$ cat src/rtl/ddr2_wr_arb.sv
// Round-robin arbiter sharing one ddr2_wr write port among NUM_REQ requesters.
// Latency: 1 cycle from req_stb_i in IDLE to stb_o; 2 idle cycles (RESP+IDLE) between words.
// Backpressure: a word is held on stb_o/addr_o/data_o until ack_i rises; requesters wait on req_ack_o.
//
// Ports:
//   clk_in, rst        clock and asynchronous active-low reset
//   req_stb_i          per-requester level request, held until its req_ack_o pulse
//   req_addr_i/data_i  flattened per-requester word, requester i at [i*AW +: AW] / [i*DW +: DW]
//   req_ack_o          one-cycle pulse when the granted requester's word was accepted
//   grant_o            one-hot current owner, zero when idle
//   busy_o             high while a word is in flight or being acknowledged
//   stb_o/addr_o/data_o/ack_i  write port towards ddr2_wr
//
// Optional: define ARB_BURST_EN to let the current owner keep the grant for up
// to MAX_BURST consecutive words before round-robin resumes.
module ddr2_wr_arb #(
    parameter int NUM_REQ   = 3,
    parameter int AW        = 27,
    parameter int DW        = 128,
    parameter int MAX_BURST = 4
) (
    input  logic                  clk_in,
    input  logic                  rst,
    input  logic [NUM_REQ-1:0]    req_stb_i,
    input  logic [NUM_REQ*AW-1:0] req_addr_i,
    input  logic [NUM_REQ*DW-1:0] req_data_i,
    output logic [NUM_REQ-1:0]    req_ack_o,
    output logic [NUM_REQ-1:0]    grant_o,
    output logic                  busy_o,
    output logic                  stb_o,
    output logic [AW-1:0]         addr_o,
    output logic [DW-1:0]         data_o,
    input  logic                  ack_i
);

    localparam int GW = $clog2(NUM_REQ);

    if (NUM_REQ < 2 || NUM_REQ > 4 || MAX_BURST < 1) begin : g_param_chk
        $error("ddr2_wr_arb: NUM_REQ must be 2..4 and MAX_BURST at least 1");
    end

    typedef enum logic [1:0] {
        S_IDLE  = 2'd0,
        S_ISSUE = 2'd1,
        S_RESP  = 2'd2
    } state_t;

    state_t              state;
    state_t              state_nxt;

    logic [GW-1:0]       last_grant;
    logic [GW-1:0]       rr_idx;
    logic                rr_found;
    logic [GW-1:0]       win_idx;
    logic [NUM_REQ-1:0]  win_oh;
    logic [AW-1:0]       sel_addr;
    logic [DW-1:0]       sel_data;
    logic                do_grant;
    logic                do_ack;
    logic                ack_q;
    logic                ack_rise;
    int                  rr_pos;
    logic [GW-1:0]       rr_cand;

`ifdef ARB_BURST_EN
    localparam int BW = (MAX_BURST > 1) ? $clog2(MAX_BURST) : 1;
    localparam logic [BW-1:0] BURST_LAST = BW'(MAX_BURST - 1);

    logic [BW-1:0]       burst_cnt;
    logic                own_vld;
    logic                keep_owner;
`endif

    // A word completes only on the rising edge of ack_i, so both a pulse and a
    // level ack from ddr2_wr retire exactly one word.
    assign ack_rise = ack_i & ~ack_q;
    assign busy_o   = (state != S_IDLE);

    // Round-robin search starting one past the last owner, wrapping modulo NUM_REQ.
    always_comb begin
        rr_found = 1'b0;
        rr_idx   = last_grant;
        rr_pos   = 0;
        rr_cand  = '0;
        for (int k = 1; k <= NUM_REQ; k++) begin
            rr_pos = int'(last_grant) + k;
            if (rr_pos >= NUM_REQ) begin
                rr_pos = rr_pos - NUM_REQ;
            end
            rr_cand = GW'(rr_pos);
            if (!rr_found && req_stb_i[rr_cand]) begin
                rr_found = 1'b1;
                rr_idx   = rr_cand;
            end
        end
    end

    // Winner selection and next-state logic.
    always_comb begin
        state_nxt = state;
        do_grant  = 1'b0;
        do_ack    = 1'b0;
`ifdef ARB_BURST_EN
        // own_vld keeps the reset value of last_grant from being mistaken for a live owner.
        keep_owner = own_vld && req_stb_i[last_grant] && (burst_cnt < BURST_LAST);
        win_idx    = keep_owner ? last_grant : rr_idx;
`else
        win_idx    = rr_idx;
`endif
        case (state)
            S_IDLE: begin
                if (rr_found) begin
                    do_grant  = 1'b1;
                    state_nxt = S_ISSUE;
                end
            end
            S_ISSUE: begin
                if (ack_rise) begin
                    do_ack    = 1'b1;
                    state_nxt = S_RESP;
                end
            end
            S_RESP: begin
                state_nxt = S_IDLE;
            end
            default: begin
                state_nxt = S_IDLE;
            end
        endcase
    end

    // Mux the winner's word and build its one-hot grant.
    always_comb begin
        win_oh   = '0;
        sel_addr = '0;
        sel_data = '0;
        for (int i = 0; i < NUM_REQ; i++) begin
            if (win_idx == GW'(i)) begin
                win_oh[i] = 1'b1;
                sel_addr  = req_addr_i[i*AW +: AW];
                sel_data  = req_data_i[i*DW +: DW];
            end
        end
    end

    always_ff @(posedge clk_in or negedge rst) begin
        if (!rst) begin
            state <= S_IDLE;
        end else begin
            state <= state_nxt;
        end
    end

    // Output and pointer registers. Reset abandons any in-flight word without acking it.
    always_ff @(posedge clk_in or negedge rst) begin
        if (!rst) begin
            ack_q      <= 1'b0;
            req_ack_o  <= '0;
            grant_o    <= '0;
            stb_o      <= 1'b0;
            addr_o     <= '0;
            data_o     <= '0;
            last_grant <= GW'(NUM_REQ - 1);
        end else begin
            ack_q     <= ack_i;
            req_ack_o <= do_ack ? grant_o : '0;
            if (do_grant) begin
                addr_o     <= sel_addr;
                data_o     <= sel_data;
                grant_o    <= win_oh;
                last_grant <= win_idx;
                stb_o      <= 1'b1;
            end
            if (do_ack) begin
                stb_o <= 1'b0;
            end
            if (state == S_RESP) begin
                grant_o <= '0;
            end
        end
    end

`ifdef ARB_BURST_EN
    // burst_cnt counts re-grants of the same owner; a fresh grant restarts it and an
    // owner that drops its request forfeits the burst.
    always_ff @(posedge clk_in or negedge rst) begin
        if (!rst) begin
            burst_cnt <= '0;
            own_vld   <= 1'b0;
        end else if (do_grant) begin
            own_vld   <= 1'b1;
            burst_cnt <= keep_owner ? burst_cnt + 1'b1 : '0;
        end else if (state == S_IDLE && own_vld && !req_stb_i[last_grant]) begin
            own_vld   <= 1'b0;
            burst_cnt <= '0;
        end
    end
`endif

endmodule

$ cat config.mk
export PLATFORM = sky130hd
export DESIGN_NAME = ddr2_wr_arb
export DESIGN_NICKNAME = d
export VERILOG_FILES = /design/src/rtl/ddr2_wr_arb.sv
export SDC_FILE = /design/constraint.sdc
export NUM_CORES = 1
export LEC_CHECK = 0
export CAP_MARGIN = 20
export CORE_AREA = 2 2 249 251
export DETAILED_ROUTE_END_ITERATION = 12
export DIE_AREA = 0 0 251 253
export REMOVE_ABC_BUFFERS = 1
export SYNTH_ARGS = -nofsm -noshare
export SYNTH_HDL_FRONTEND = slang
export SYNTH_SLANG_ARGS = --single-unit
export TNS_END_PERCENT = 20
$ cat constraint.sdc
create_clock -name clk_in -period 8.8 [get_ports clk_in]
set_input_delay 0.88 -clock clk_in [delete_from_list [all_inputs] [get_ports clk_in]]
set_output_delay 0.88 -clock clk_in [all_outputs]
set_load 0.05 [all_outputs]
==> run metrics <==
outcome=completed; number of clock sinks seen by CTS=167; count of boundary I/O pins=634; final worst path period need=roughly 4400 ps; number of antenna violations at the first check in global routing=3; startpoint class of the critical path=input pin; critical path fanouts, max=53; worst ir drop on vdd=0.274 mV; Max Buffers Root-to-Sink=2; final critical-path share of the clock period=between 50% and 60%; number of synthesized flops with an enable pin=0; Hold/Removal Path Class=input pin to async pin; leakage power summed over all cells=~7.1 nW; post-DR vias/cell=4.37; CTS tree=done; Layout fillers=6367; number of buffers inserted by post-CTS setup repair=0; Multi-input gate area=0.00461 mm²; CP cell instances=clkdlybuf4s50_1 > mux2_2 > mux2_2 > a311oi_1 > or3_4 > buf_4 > mux2_2 > a221o_1; final critical-path setup slack=4360 ps; number of instances in the synthesized netlist=832; Final Power=7.03 mW; DR DRC count=0; critical-path cell with the highest stage delay=buf_4; number of DRC violations after detailed-routing iteration 0=590; antenna-violating nets left=0; Clk Tree Root Cell=clkbuf_16; wirelength, routed=44500 µm; GP Congestion=approximately 0.84; most instantiated flip-flop cell in the synthesis netlist=dfrtp_1; hold violation count in the final report=0; later-pin clock latency in the skew report=480 ps; post-detailed-placement half-perimeter wirelength=32600 µm; final net count=1884; PostCTS Resize Cnt=0; sum of negative setup slack=0 ps; flops & latches, synth=167; wire length of the first global-routing pass=roughly 64000 µm; area inside the core boundary=between 0.06 and 0.07 mm²; die footprint=0.0635 mm²; number of buffers inserted by port buffering=633; post-synthesis async set-or-reset flop share=100%; fraction of final layout cells sized beyond drive strength 1=10.7%; worst endpoint required time=9160 ps; number of buffer and inverter stages on the critical path=2; clock-pin slew on the worst setup and hold paths=around 70 ps; total of endpoints with negative setup slack in the final report=0; largest stage delay on the critical path=730 ps; Die Width=251 µm; utilization after layout=27.5%; Sequential cell area=0.00418 mm²; signal arrival time at the worst endpoint=4790 ps; highest clock frequency the design can meet=225 MHz; count of hold buffers inserted by post-cts repair=0; most area-hungry cell type in the Yosys netlist=dfrtp_1; Die H=253 µm; Avg Inst Size Synth=approximately 11 µm²; kind of capture point of the worst setup path=register; TritonRoute pass-1 iters=5; cell area after synthesis=0.00914 mm²; most prevalent standard cell on the critical path=mux2_2; Row Count=91; synth unique cells=42; Rel. slew slack=~31%; max-capacitance violation count=0; CP top delay family=buffers and inverters; drt wl/cell=~20 µm; total clock buffers created by CTS=17; RSZ-0062 raised after global routing=no; sequential fraction of the synthesis area=a little under half; ratio of total power to cell area=419 mW/mm²; routed vias=~9700; global-route congestion overflow total=0; Overall Global Routing Usage=13.4%; deepest level of the CTS H-tree=4; area growth from synthesis to final layout=83.5%; via count of the first global-routing pass=9966; worst slack after detailed placement=3870 ps; number of pins with negative max-slew slack in the final report=0; critical setup path kind=input pin to register; transition time of the tightest slew-check pin=around 1000 ps; initial core utilization=15.0%; area fraction of the dominant cell type after synthesis=45.4%; Ys Warns=0; pin count of the biggest net entering global routing=between 80 and 90; Worst Skew=11.8 ps; Synth area leaders=dfrtp_1 (45%), a221o_1 (17%), mux2_2 (7.5%), and3_1 (7.1%), mux2_4 (6.4%)
==> synth_stat cells (2+ instances only) <==
| library cell | instances |
|---|---|
| a21o_1 | 2 |
| a21oi_1 | 55 |
| a221o_1 | 155 |
| and2_1 | 4 |
| and3_1 | 104 |
| buf_1 | 4 |
| buf_2 | 17 |
| buf_6 | 5 |
| clkbuf_1 | 62 |
| dfrtp_1 | 166 |
| ha_1 | 3 |
| inv_1 | 4 |
| mux2_1 | 6 |
| mux2_2 | 61 |
| mux2_4 | 39 |
| nand2_1 | 106 |
| nand2b_1 | 2 |
| nor2_1 | 3 |
| nor2b_1 | 4 |
| nor3_1 | 3 |
| nor4_1 | 2 |
| o21ai_0 | 2 |
| o31ai_1 | 3 |
| or2_2 | 2 |
==> layout by cell type, fill, tap and decap left out, types with 2 or more instances in the layout <==
master and instances:
a21o_1 2, diode_2 2, inv_1 4, nor4_1 2, nand2b_1 2, nand2_1 105
and3_1 104, dfrtp_1 166, buf_4 14, clkinv_2 2, nor3_1 3, mux2_4 39
nor2_4 2, inv_6 2, clkdlybuf4s50_1 632, nor2b_1 4, a21oi_1 55, ha_1 3
clkbuf_16 17, mux2_2 61, a221o_1 155, clkbuf_8 3, mux2_1 6, and2_1 3
o31ai_1 3, clkbuf_1 4, o21ai_0 2
==> where the power goes <==
part | total (mW) | switching, mW | internal, mW
Clock | 0.727 | 0.346 | 0.381
Sequential | 1.38 | 0.225 | 1.16
Combinational | 4.92 | 2.98 | 1.94
==> per-layer routing <==
layer | global-route usage, % | share of wire (%) | vias to the layer above
li1 | - | - | 4371
met1 | 16.8 | 42 | 4791
met2 | 21.2 | 48 | 423
met3 | 3.48 | 6.4 | 74
met4 | 6.48 | 3.4 | 2
met5 | 0 | 0.029 | -
==> path summary, 6_finish.rpt <==
path | startpoint | to | slack [ps] | cells after the start
max in group asynchronous | rst | data_o[114] | 7120 | 2
max reg2reg | last_grant[1] | data_o[54] | 4460 | 8
min in group clk_in | data_o[124] | data_o[124] | 510 | 1
min | rst | addr_o[19] | 350 | 1
max | req_stb_i[1] | data_o[54] | 4360 | 8
min reg2reg | data_o[124] | data_o[124] | 510 | 1
==> area by class of cell <==
class	instances	area share [%]
diodes	2	0.0298
flip-flops and latches	167	24.9
clock inverters	6	0.261
well taps	790	5.89
multi-input cells	573	27.5
inverters	4	0.0895
clock buffers	24	2.87
repair buffers	647	38.4
==> kinds of logic (layout without fill, tap and decap cells) <==
logic type | count (synthesis) | after routing | share of synthesized area, %
AOI/OAI and AO/OA | 229 | 229 | 21.6
other | 0 | 2 | 0
and+or+nand+nor | 235 | 235 | 13.2
adders and majority gates | 3 | 3 | 0.411
muxes | 106 | 106 | 14.7
buffers and inverters | 92 | 681 | 4.42
DFF | 167 | 167 | 45.7
==> state kept, by name, summed over array words and instances (netlist names) <==
signal / cells
addr_o: 27
last_grant: 2
grant_o: 3
data_o: 128
ack_q: 1
stb_o: 1
req_ack_o: 3
state: 2
==> stage by stage <==
stage / std cells / instance area [µm²] / hold WS (ps)
final: 2213 / 16800 / 349
after global routing: 2213 / 16800 / 349
after CTS: 2211 / 16800 / 320
after detailed placement: 2181 / 16200 / 498
after global placement: 2181 / 16200 / 491
after floorplan: 744 / 8750 / 469
Power figures use the tool's default switching activity.
